--- config.mk ---
export PLATFORM = sky130hd
export DESIGN_NAME = screen_painter_flat
export DESIGN_NICKNAME = d
export VERILOG_FILES = /design/src/rtl/screen_painter_pkg.sv /design/src/rtl/screen_painter_if.sv /design/src/rtl/screen_painter_raster.sv /design/src/rtl/screen_painter.sv /design/src/flat_wrapper.sv
export SDC_FILE = /design/constraint.sdc
export NUM_CORES = 1
export LEC_CHECK = 0
export ABC_AREA = 1
export CORE_AREA = 2 2 80 82
export DETAILED_ROUTE_END_ITERATION = 10
export DIE_AREA = 0 0 82 84
export HOLD_SLACK_MARGIN = 0.02
export PLACE_DENSITY = 0.78
export SLEW_MARGIN = 20
export SYNTH_ARGS = -nofsm -noshare
export SYNTH_HDL_FRONTEND = slang
export SYNTH_HIERARCHICAL = 1
export SYNTH_SLANG_ARGS = --single-unit
--- constraint.sdc ---
create_clock -name CLOCK_50 -period 2.6 [get_ports CLOCK_50]
set_input_delay 0.52 -clock CLOCK_50 [delete_from_list [all_inputs] [get_ports CLOCK_50]]
set_output_delay 0.52 -clock CLOCK_50 [all_outputs]
set_load 0.02 [all_outputs]
--- src/rtl/screen_painter_pkg.sv ---
// Shared definitions for the screen painter: raster geometry, screen indices,
// per-screen ROM base addresses and the sweep state encoding.
package screen_pkg;

  localparam int H_RES       = 160;
  localparam int V_RES       = 120;
  localparam int NUM_SCREENS = 6;
  localparam int ADDR_W      = 17;
  localparam int X_W         = 8;
  localparam int Y_W         = 7;
  localparam int COLOUR_W    = 3;
  localparam int SEL_W       = 3;

  localparam logic [X_W-1:0] X_LAST = X_W'(H_RES - 1);
  localparam logic [Y_W-1:0] Y_LAST = Y_W'(V_RES - 1);

  localparam logic [SEL_W-1:0] SCREEN_TITLE     = 3'd0;
  localparam logic [SEL_W-1:0] SCREEN_IDLE      = 3'd1;
  localparam logic [SEL_W-1:0] SCREEN_PAUSE     = 3'd2;
  localparam logic [SEL_W-1:0] SCREEN_COUNTDOWN = 3'd3;
  localparam logic [SEL_W-1:0] SCREEN_A_WON     = 3'd4;
  localparam logic [SEL_W-1:0] SCREEN_B_WON     = 3'd5;

  // Images are stored back to back, one 160x120 frame each.
  localparam logic [ADDR_W-1:0] SCREEN_BASE [NUM_SCREENS] = '{
    17'd0, 17'd19200, 17'd38400, 17'd57600, 17'd76800, 17'd96000
  };

  typedef enum logic [1:0] {
    IDLE  = 2'd0,
    SWEEP = 2'd1,
    DRAIN = 2'd2,
    DONE  = 2'd3
  } state_e;

  function automatic logic sel_valid(input logic [SEL_W-1:0] sel);
    return sel <= SEL_W'(NUM_SCREENS - 1);
  endfunction

  function automatic logic [ADDR_W-1:0] screen_base(input logic [SEL_W-1:0] sel);
    case (sel)
      SCREEN_TITLE:     return SCREEN_BASE[0];
      SCREEN_IDLE:      return SCREEN_BASE[1];
      SCREEN_PAUSE:     return SCREEN_BASE[2];
      SCREEN_COUNTDOWN: return SCREEN_BASE[3];
      SCREEN_A_WON:     return SCREEN_BASE[4];
      SCREEN_B_WON:     return SCREEN_BASE[5];
      default:          return '0;
    endcase
  endfunction

endpackage

--- src/rtl/screen_painter_if.sv ---
// Control, image-ROM and VGA-adapter signals of the screen painter.
interface screen_painter_if;
  import screen_pkg::*;

  logic                start;
  logic [SEL_W-1:0]    screen_sel;
  logic                abort;
  logic [ADDR_W-1:0]   rom_addr;
  logic [COLOUR_W-1:0] rom_q;
  logic [X_W-1:0]      x;
  logic [Y_W-1:0]      y;
  logic [COLOUR_W-1:0] colour;
  logic                plot;
  logic                busy;
  logic                done;

  modport master (
    input  start, screen_sel, abort, rom_q,
    output rom_addr, x, y, colour, plot, busy, done
  );

  modport slave (
    output start, screen_sel, abort, rom_q,
    input  rom_addr, x, y, colour, plot, busy, done
  );

endinterface

--- src/rtl/screen_painter_raster.sv ---
// Raster-order pixel counter: column/row position, ROM address and a flag
// marking the final pixel of the frame.
module raster_counter
  import screen_pkg::*;
(
  input  logic              clk,
  input  logic              rst,
  input  logic              load,
  input  logic              advance,
  input  logic [ADDR_W-1:0] base,
  output logic [X_W-1:0]    cx,
  output logic [Y_W-1:0]    cy,
  output logic [ADDR_W-1:0] addr,
  output logic              last
);

  logic [X_W-1:0]    cx_q, cx_d;
  logic [Y_W-1:0]    cy_q, cy_d;
  logic [ADDR_W-1:0] addr_q, addr_d;
  logic              last_pix;

  assign last_pix = (cx_q == X_LAST) && (cy_q == Y_LAST);

  always_comb begin
    cx_d   = cx_q;
    cy_d   = cy_q;
    addr_d = addr_q;
    if (load) begin
      cx_d   = '0;
      cy_d   = '0;
      addr_d = base;
    end else if (advance && !last_pix) begin
      addr_d = addr_q + ADDR_W'(1);
      if (cx_q == X_LAST) begin
        cx_d = '0;
        cy_d = cy_q + Y_W'(1);
      end else begin
        cx_d = cx_q + X_W'(1);
      end
    end
  end

  always_ff @(posedge clk or posedge rst) begin
    if (rst) begin
      cx_q   <= '0;
      cy_q   <= '0;
      addr_q <= '0;
    end else begin
      cx_q   <= cx_d;
      cy_q   <= cy_d;
      addr_q <= addr_d;
    end
  end

  assign cx   = cx_q;
  assign cy   = cy_q;
  assign addr = addr_q;
  assign last = last_pix;

endmodule

--- src/rtl/screen_painter.sv ---
// Paints a full background image from the image ROM into the VGA adapter,
// one pixel per cycle in raster order, with busy/done reporting and abort.
module screen_painter
  import screen_pkg::*;
(
  input  logic              CLOCK_50,
  input  logic              reset,
  screen_painter_if.master  bus
);

  state_e              state_q, state_d;
  logic                load, advance, issue;
  logic [X_W-1:0]      cx;
  logic [Y_W-1:0]      cy;
  logic [ADDR_W-1:0]   addr;
  logic                last;

  logic                vld_p1_q, vld_p1_d;
  logic [X_W-1:0]      x_p1_q, x_p1_d;
  logic [Y_W-1:0]      y_p1_q, y_p1_d;
  logic [COLOUR_W-1:0] colour_q, colour_d;
  logic [COLOUR_W-1:0] colour_out;

  raster_counter u_raster (
    .clk     (CLOCK_50),
    .rst     (reset),
    .load    (load),
    .advance (advance),
    .base    (screen_base(bus.screen_sel)),
    .cx      (cx),
    .cy      (cy),
    .addr    (addr),
    .last    (last)
  );

  always_comb begin
    state_d = state_q;
    load    = 1'b0;
    advance = 1'b0;
    issue   = 1'b0;
    case (state_q)
      IDLE: begin
        if (bus.start && sel_valid(bus.screen_sel)) begin
          load    = 1'b1;
          state_d = SWEEP;
        end
      end
      SWEEP: begin
        if (bus.abort) begin
          state_d = IDLE;
        end else begin
          issue = 1'b1;
          if (last) state_d = DRAIN;
          else      advance = 1'b1;
        end
      end
      DRAIN: state_d = bus.abort ? IDLE : DONE;
      DONE:  state_d = IDLE;
      default: state_d = IDLE;
    endcase
  end

  // Stage p1: the address issued this cycle becomes a plotted pixel next
  // cycle, when the ROM word for it arrives on rom_q.
  always_comb begin
    vld_p1_d = issue;
    x_p1_d   = issue ? cx : x_p1_q;
    y_p1_d   = issue ? cy : y_p1_q;
    colour_d = colour_out;
  end

  assign colour_out = vld_p1_q ? bus.rom_q : colour_q;

  always_ff @(posedge CLOCK_50 or posedge reset) begin
    if (reset) begin
      state_q  <= IDLE;
      vld_p1_q <= 1'b0;
      x_p1_q   <= '0;
      y_p1_q   <= '0;
      colour_q <= '0;
    end else begin
      state_q  <= state_d;
      vld_p1_q <= vld_p1_d;
      x_p1_q   <= x_p1_d;
      y_p1_q   <= y_p1_d;
      colour_q <= colour_d;
    end
  end

  assign bus.rom_addr = addr;
  assign bus.x        = x_p1_q;
  assign bus.y        = y_p1_q;
  assign bus.colour   = colour_out;
  assign bus.plot     = vld_p1_q;
  assign bus.busy     = (state_q == SWEEP) || (state_q == DRAIN);
  assign bus.done     = (state_q == DONE);

endmodule

--- src/flat_wrapper.sv ---
// flat-port wrapper written by rule: the top's interface ports become plain ports
module screen_painter_flat import screen_pkg::*;
  (CLOCK_50, reset, bus_start, bus_screen_sel, bus_abort, bus_rom_q, bus_rom_addr, bus_x, bus_y, bus_colour, bus_plot, bus_busy, bus_done);
  screen_painter_if bus_i ();
  input  logic CLOCK_50;
  input  logic reset;
  input wire logic [$bits(bus_i.start)-1:0] bus_start;
  input wire logic [$bits(bus_i.screen_sel)-1:0] bus_screen_sel;
  input wire logic [$bits(bus_i.abort)-1:0] bus_abort;
  input wire logic [$bits(bus_i.rom_q)-1:0] bus_rom_q;
  output wire logic [$bits(bus_i.rom_addr)-1:0] bus_rom_addr;
  output wire logic [$bits(bus_i.x)-1:0] bus_x;
  output wire logic [$bits(bus_i.y)-1:0] bus_y;
  output wire logic [$bits(bus_i.colour)-1:0] bus_colour;
  output wire logic [$bits(bus_i.plot)-1:0] bus_plot;
  output wire logic [$bits(bus_i.busy)-1:0] bus_busy;
  output wire logic [$bits(bus_i.done)-1:0] bus_done;
  assign bus_i.start = bus_start;
  assign bus_i.screen_sel = bus_screen_sel;
  assign bus_i.abort = bus_abort;
  assign bus_i.rom_q = bus_rom_q;
  assign bus_rom_addr = bus_i.rom_addr;
  assign bus_x = bus_i.x;
  assign bus_y = bus_i.y;
  assign bus_colour = bus_i.colour;
  assign bus_plot = bus_i.plot;
  assign bus_busy = bus_i.busy;
  assign bus_done = bus_i.done;
  screen_painter u_core (.CLOCK_50(CLOCK_50), .reset(reset), .bus(bus_i));
endmodule
==> flow_metrics.tcl, run 1 <==
set metrics [dict create \
    status "finished, final reports clean" \
    crit_required_ns 2.08 \
    synth.cells.most_frequent "nand2_1 (157), dfrtp_1 (53), inv_1 (43), nand3_1 (43), nor2_1 (28)" \
    cts_buffers 5 \
    cts_sinks 53 \
    p_sw_share_pct 43.17 \
    clkTransAtPathRegs_ns 0.09 \
    min_path_type "reg -> reg" \
    end_kind "output port" \
    drive_gt1_share_pct 11.41 \
    hold-worst-slack_ns 0.4848 \
    route.vias.total 2848 \
    synth-edff-count 0 \
    fin_area_mm2 0.003834 \
    fin_ws_ns 0.3429 \
    grt_antenna_before_repair 0 \
    ioPinCount 48 \
    place_inst 560 \
    area_delta_synth_final_pct 21.11 \
    floorplan.core_area_mm2 0.006096 \
    htree_levels 2 \
    postRouteAntennaNets 0 \
    routed_wl_um 6887 \
    synth_top_area_share_pct 41.90 \
    setup_viol 0 \
    synthMostInstantiatedCell "nand2_1" \
    die_area_mm2 0.006888 \
    synth_area_mm2 0.003166 \
    grt_pass1_vias 2679 \
    syn_area_per_cell_um2 7.328 \
    fin_cells 568 \
    n_antenna_cell 0 \
    peakVddDrop_mv 0.4851 \
    ys_types 33 \
    wl_per_cell_um 12.13 \
    yosysWarnings 6 \
    rsz0062_at_grt "no" \
    postCtsSetupBuffers 0 \
    layout_min_cycle_time_ns 2.257 \
    p_comb_share_pct 48.2 \
    utilization_pct 62.89 \
    tns_ns 0 \
    grt-ovfl-total 0 \
    skew_ns 0.003770 \
    io_buffers 47 \
    cts_tree "yes" \
    path_class "in -> out" \
    maxCapViolations 0 \
    nNetsFinal 508 \
    initialDrtViolationCount 144 \
    timing.final.max_slew_violations 0 \
    clock_latency_ns 0.30 \
    maxSlewHeadroom_pct 49.01 \
    grt_max_degree 33 \
    grt_pass1_wl_um 11560 \
    p_leak_nw 2.023 \
    cts_root_buffer "clkbuf_8" \
    power_mw 3.365 \
    seqPwrFrac_pct 37.5 \
    p_int_mw 1.913 \
    ys_seq_elements 53 \
    rows 29 \
    drcViolationCount 0 \
    dp_hpwl_um 5104 \
    vias_per_cell 5.014 \
    synth_top_area_cell "dfrtp_1" \
    critPathMaxFanout 2 \
    cp-start-kind "primary input" \
    synth_ff_type "dfrtp_1" \
    start_util_pct 51.93 \
    tightest_slew_ns 0.7639 \
    cts_buffer_depth 2 \
    synth-seq-area-share_pct 41.90 \
    die_y_um 84 \
    place_congestion 0.8221 \
    p_sw_mw 1.453 \
    first_pass_iters 4 \
    synth_cells 432 \
    max_freq_ghz 0.4431 \
    pwr-share-clk_pct 14.3 \
    hold_viol_final 0 \
    period_share_pct 86.81 \
    hold_path_depth 2 \
    power_density_mw_per_mm2 877.9 \
    placed_area_mm2 0.003737 \
    ff2ff_path_depth 15 \
    track_usage_pct 21.10 \
    ys_top_cells_by_area "dfrtp_1 (42%), nand2_1 (19%), nand3_1 (6.8%)" \
    dpl_worst_slack_ns 0.3348 \
    postCtsResizedCells 0 \
    ys_async_sr_fraction_pct 100.0 \
    worstPathArrival_ns 1.74 \
    die_w_um 82 \
    ctsHoldBuffers 0 \
]
sequential cells by signal (all words and copies together), names as in the netlist:
register	flops
u_core/colour_q	3
u_core/bus.y	7
u_core/bus.x	8
u_core/bus.plot	1
u_core/u_raster/cy	7
u_core/u_raster/addr	17
u_core/state_q	2
u_core/u_raster/cx	8
power groups by stage:
stage	sequential, mW	clock (mW)	combinational, mW
finish	1.26	0.482	1.62
global route	1.30	0.533	1.79
CTS	1.27	0.498	1.63
detailed placement	1.28	0	1.62
global placement	1.27	0	1.59
floorplan	1.39	0	0.935
critical path, cell delays in order:
cell and delay (ns):
clkdlybuf4s50_1 0.41, mux2_2 0.27, clkdlybuf4s50_1 0.53
cells by family (layout without fill, tap and decap cells):
| logic type | after synthesis | in the layout | synth area share, % |
|---|---|---|---|
| simple gates | 275 | 275 | 39.21 |
| buf+inv | 59 | 111 | 8.340 |
| flops | 53 | 53 | 41.90 |
| compound gates | 26 | 26 | 4.269 |
| fa+ha+maj | 8 | 8 | 3.162 |
| xor+xnor | 7 | 7 | 1.937 |
| mux | 3 | 3 | 1.067 |
| other cells | 1 | 8 | 0.1185 |
area by class of cell:
class | instances | area (um2)
fillers | 544 | 2262
multi-input cells | 327 | 1602
flip-flops and latches | 53 | 1326
repair buffers | 53 | 515.5
inverters | 50 | 197.7
well taps | 77 | 96.34
clock buffers | 6 | 82.58
clock inverters | 2 | 13.76
cells in the final DEF (no fill, tap or decap), types with 2 or more instances in the layout:
master           Yosys  routed
dfrtp_1             53      53
nand2_4              4       4
or2_1                2       2
nor2_1              28      28
or2_2                4       4
clkinv_4             1       2
buf_4                2       6
inv_1               43      43
nand2_2             22      22
o21ai_0             12      12
a21oi_1              4       4
ha_1                 8       8
inv_2                5       5
nand4_1             10      10
nand3_1             43      43
clkbuf_8             0       6
xnor2_1              3       3
clkdlybuf4s50_1      0      47
conb_1               1       8
o21ai_1              8       8
xor2_1               4       4
nand2_1            157     157
mux2_2               3       3
metal layers:
layer	global-route usage, %	wire length [um]	part of all wire, %
met4	5.758	75	1.1
met5	0	0	0
met2	36.51	3486	51
met3	3.355	335	4.9
met1	26.82	2990	43
worst paths after layout:
path	startpoint	end	slack, ns
max	bus_rom_q[0]	bus_colour[0]	0.34
min	u_core/bus.x[2]	u_core/bus.x[2]	0.48
max reg2reg	u_core/u_raster/cy[0]	u_core/u_raster/addr[3]	0.39
min reg2reg	u_core/bus.x[2]	u_core/bus.x[2]	0.48
max in group asynchronous	reset	u_core/bus.y[3]	1.44
min in group asynchronous	reset	u_core/u_raster/cx[6]	0.64
Power figures use the tool's default switching activity.
==> inputs of run 2 (changes only) <==
--- a/config.mk
+++ b/config.mk
@@ -6,11 +6,13 @@
 export NUM_CORES = 1
 export LEC_CHECK = 0
 export ABC_AREA = 1
-export CORE_AREA = 2 2 80 82
+export CELL_PAD_IN_SITES_DETAIL_PLACEMENT = 2
+export CELL_PAD_IN_SITES_GLOBAL_PLACEMENT = 2
+export CORE_AREA = 2 2 105 107
 export DETAILED_ROUTE_END_ITERATION = 10
-export DIE_AREA = 0 0 82 84
+export DIE_AREA = 0 0 107 109
 export HOLD_SLACK_MARGIN = 0.02
-export PLACE_DENSITY = 0.78
+export PLACE_DENSITY_LB_ADDON = 0.1
 export SLEW_MARGIN = 20
 export SYNTH_ARGS = -nofsm -noshare
 export SYNTH_HDL_FRONTEND = slang
==> flow_metrics.tcl, run 2 (synthesis gave the netlist of run 1 again) <==
set metrics [dict create \
    status "finished, final reports clean" \
    seqPwrFrac_pct 35.8 \
    ctsHoldBuffers 0 \
    route.vias.total 2933 \
    postCtsSetupBuffers 0 \
    track_usage_pct 17.77 \
    dp_hpwl_um 7191 \
    skew_ns 0.01121 \
    postCtsResizedCells 0 \
    max_freq_ghz 0.4367 \
    clkTransAtPathRegs_ns 0.10 \
    grt.busiest_layer "met2" \
    rows 38 \
    drcViolationCount 0 \
    grt_pass1_vias 3175 \
    maxSlewHeadroom_pct 46.50 \
    cts_buffers 5 \
    start_util_pct 29.86 \
    min_path_type "reg -> reg" \
    grt-ovfl-total 0 \
    worstPathArrival_ns 2.50 \
    p_comb_share_pct 47.3 \
    postRouteAntennaNets 0 \
    initialDrtViolationCount 61 \
    grtUsageMet3_pct 2.809 \
    crit_required_ns 2.81 \
    p_sw_share_pct 43.79 \
    period_share_pct 88.07 \
    vias_per_cell 4.648 \
    floorplan.core_area_mm2 0.01060 \
    p_sw_mw 1.565 \
    drive_gt1_share_pct 11.41 \
    cts_tree "yes" \
    hold_viol_final 0 \
    area_delta_synth_final_pct 24.35 \
    pwr-share-clk_pct 16.9 \
    power_density_mw_per_mm2 907.8 \
    die_y_um 109 \
    seq_area_mm2 0.001326 \
    rsz0062_at_grt "no" \
    final_common_cell "nand2_1" \
    cts_root_buffer "clkbuf_8" \
    grt_max_degree 33 \
    cts_sinks 53 \
    end_kind "flip-flop" \
    clock_latency_ns 0.32 \
    multi_input_area_mm2 0.001602 \
    tns_ns 0 \
    p_leak_nw 2.029 \
    use_met1_pct 21.54 \
    nNetsFinal 508 \
    die_w_um 107 \
    met2_usage_pct 32.98 \
    p_int_mw 2.008 \
    cts_buffer_depth 2 \
    io_buffers 47 \
    first_pass_iters 4 \
    ioPinCount 48 \
    cp-start-kind "flip-flop" \
    htree_levels 2 \
    die_area_mm2 0.01166 \
    setup_viol 0 \
    fillers 1287 \
    critPathMaxFanout 18 \
    path_class "reg -> reg" \
    tightest_slew_ns 0.8017 \
    grt_antenna_before_repair 0 \
    hold-worst-slack_ns 0.4884 \
    final_cell_mix "nand2_1 (157), dfrtp_1 (53), clkdlybuf4s50_1 (47)" \
    maxCapViolations 0 \
    n_antenna_cell 0 \
    routed_wl_um 9494 \
    peakVddDrop_mv 0.3763 \
    place_congestion 0.7941 \
    grt_pass1_wl_um 16010 \
    wl_per_cell_um 15.05 \
    timing.final.max_slew_violations 0 \
    largest_reg_flops 17 \
    layout_min_cycle_time_ns 2.290 \
]
[run 2: cell count changes in the layout (fill, tap and decap cells not counted)]
| cell | previous run | this run |
|---|---|---|
| bufinv_16 | 0 | 1 |
| clkinv_2 | 1 | 0 |
| clkinv_4 | 2 | 1 |
| clkinvlp_4 | 0 | 1 |
[run 2: power groups by stage]
stage,logic (mW),registers (mW),clock network [mW]
after floorplan,0.935,1.39,0
after global placement,1.67,1.29,0
after detailed placement,1.71,1.30,0
after CTS,1.73,1.29,0.624
after global routing,1.91,1.33,0.654
final,1.69,1.28,0.605
[run 2: final cells by class]
cell class / count / share of cell area (%)
Inverter: 50 / 5.022
Clock inverter: 2 / 0.9536
Multi-Input combinational cell: 327 / 40.69
Clock buffer: 6 / 2.098
Timing Repair Buffer: 53 / 13.10
Tap cell: 140 / 4.450
Sequential cell: 53 / 33.69
[run 2: per-stage QoR]
| step | setup slack, ns | area [um2] | instances | power [mW] | util (%) |
|---|---|---|---|---|---|
| floorplan | 0.7330 | 3192 | 439 | 2.321 | - |
| global placement | 0.2784 | 3816 | 623 | 2.956 | 35.99 |
| detailed placement | 0.2731 | 3816 | 623 | 3.017 | 35.99 |
| CTS | 0.2923 | 3936 | 631 | 3.641 | 37.13 |
| global route | 0.06797 | 3936 | 631 | 3.894 | 37.13 |
| finish | 0.3101 | 3936 | 631 | 3.573 | 37.13 |
[run 2: metal layers]
metal / routed length (um) / part of all wire [%]
met2: 4970 / 52
met4: 119 / 1.3
met3: 221 / 2.3
met1: 4184 / 44
met5: 0 / 0
[run 2: critical path: stages (launching register included)]
cell and delay [ns]:
dfrtp_1 0.45, ha_1 0.24, nand2_1 0.11, inv_2 0.04
nand2_1 0.05, nor2_1 0.05, nand2_2 0.10, inv_1 0.05
nor2_1 0.10, nand2_1 0.12, inv_1 0.19, nand2_4 0.09
nand2_4 0.18, clkinv_4 0.20, nand2_1 0.10, o21ai_0 0.08
[run 2: worst paths after layout]
| path | startpoint | to | slack, ns | depth (start not counted) |
|---|---|---|---|---|
| min | u_core/bus.y[5] | u_core/bus.y[5] | 0.49 | 2 |
| max | u_core/u_raster/cy[0] | u_core/u_raster/cx[4] | 0.31 | 15 |
| max in group asynchronous | reset | u_core/bus.y[3] | 1.40 | 2 |
| max reg2reg | u_core/u_raster/cy[0] | u_core/u_raster/cx[4] | 0.31 | 15 |
| min in group asynchronous | reset | u_core/u_raster/cx[7] | 0.65 | 3 |
| min reg2reg | u_core/bus.y[5] | u_core/bus.y[5] | 0.49 | 2 |
==> inputs of run 3 (changes only) <==
--- a/config.mk
+++ b/config.mk
@@ -11,6 +11,7 @@
 export CORE_AREA = 2 2 105 107
 export DETAILED_ROUTE_END_ITERATION = 10
 export DIE_AREA = 0 0 107 109
+export GPL_ROUTABILITY_DRIVEN = 0
 export HOLD_SLACK_MARGIN = 0.02
 export PLACE_DENSITY_LB_ADDON = 0.1
 export SLEW_MARGIN = 20
==> results of run 3 <==
No change in the layout: final DEF, timing and power equal those of run 2.
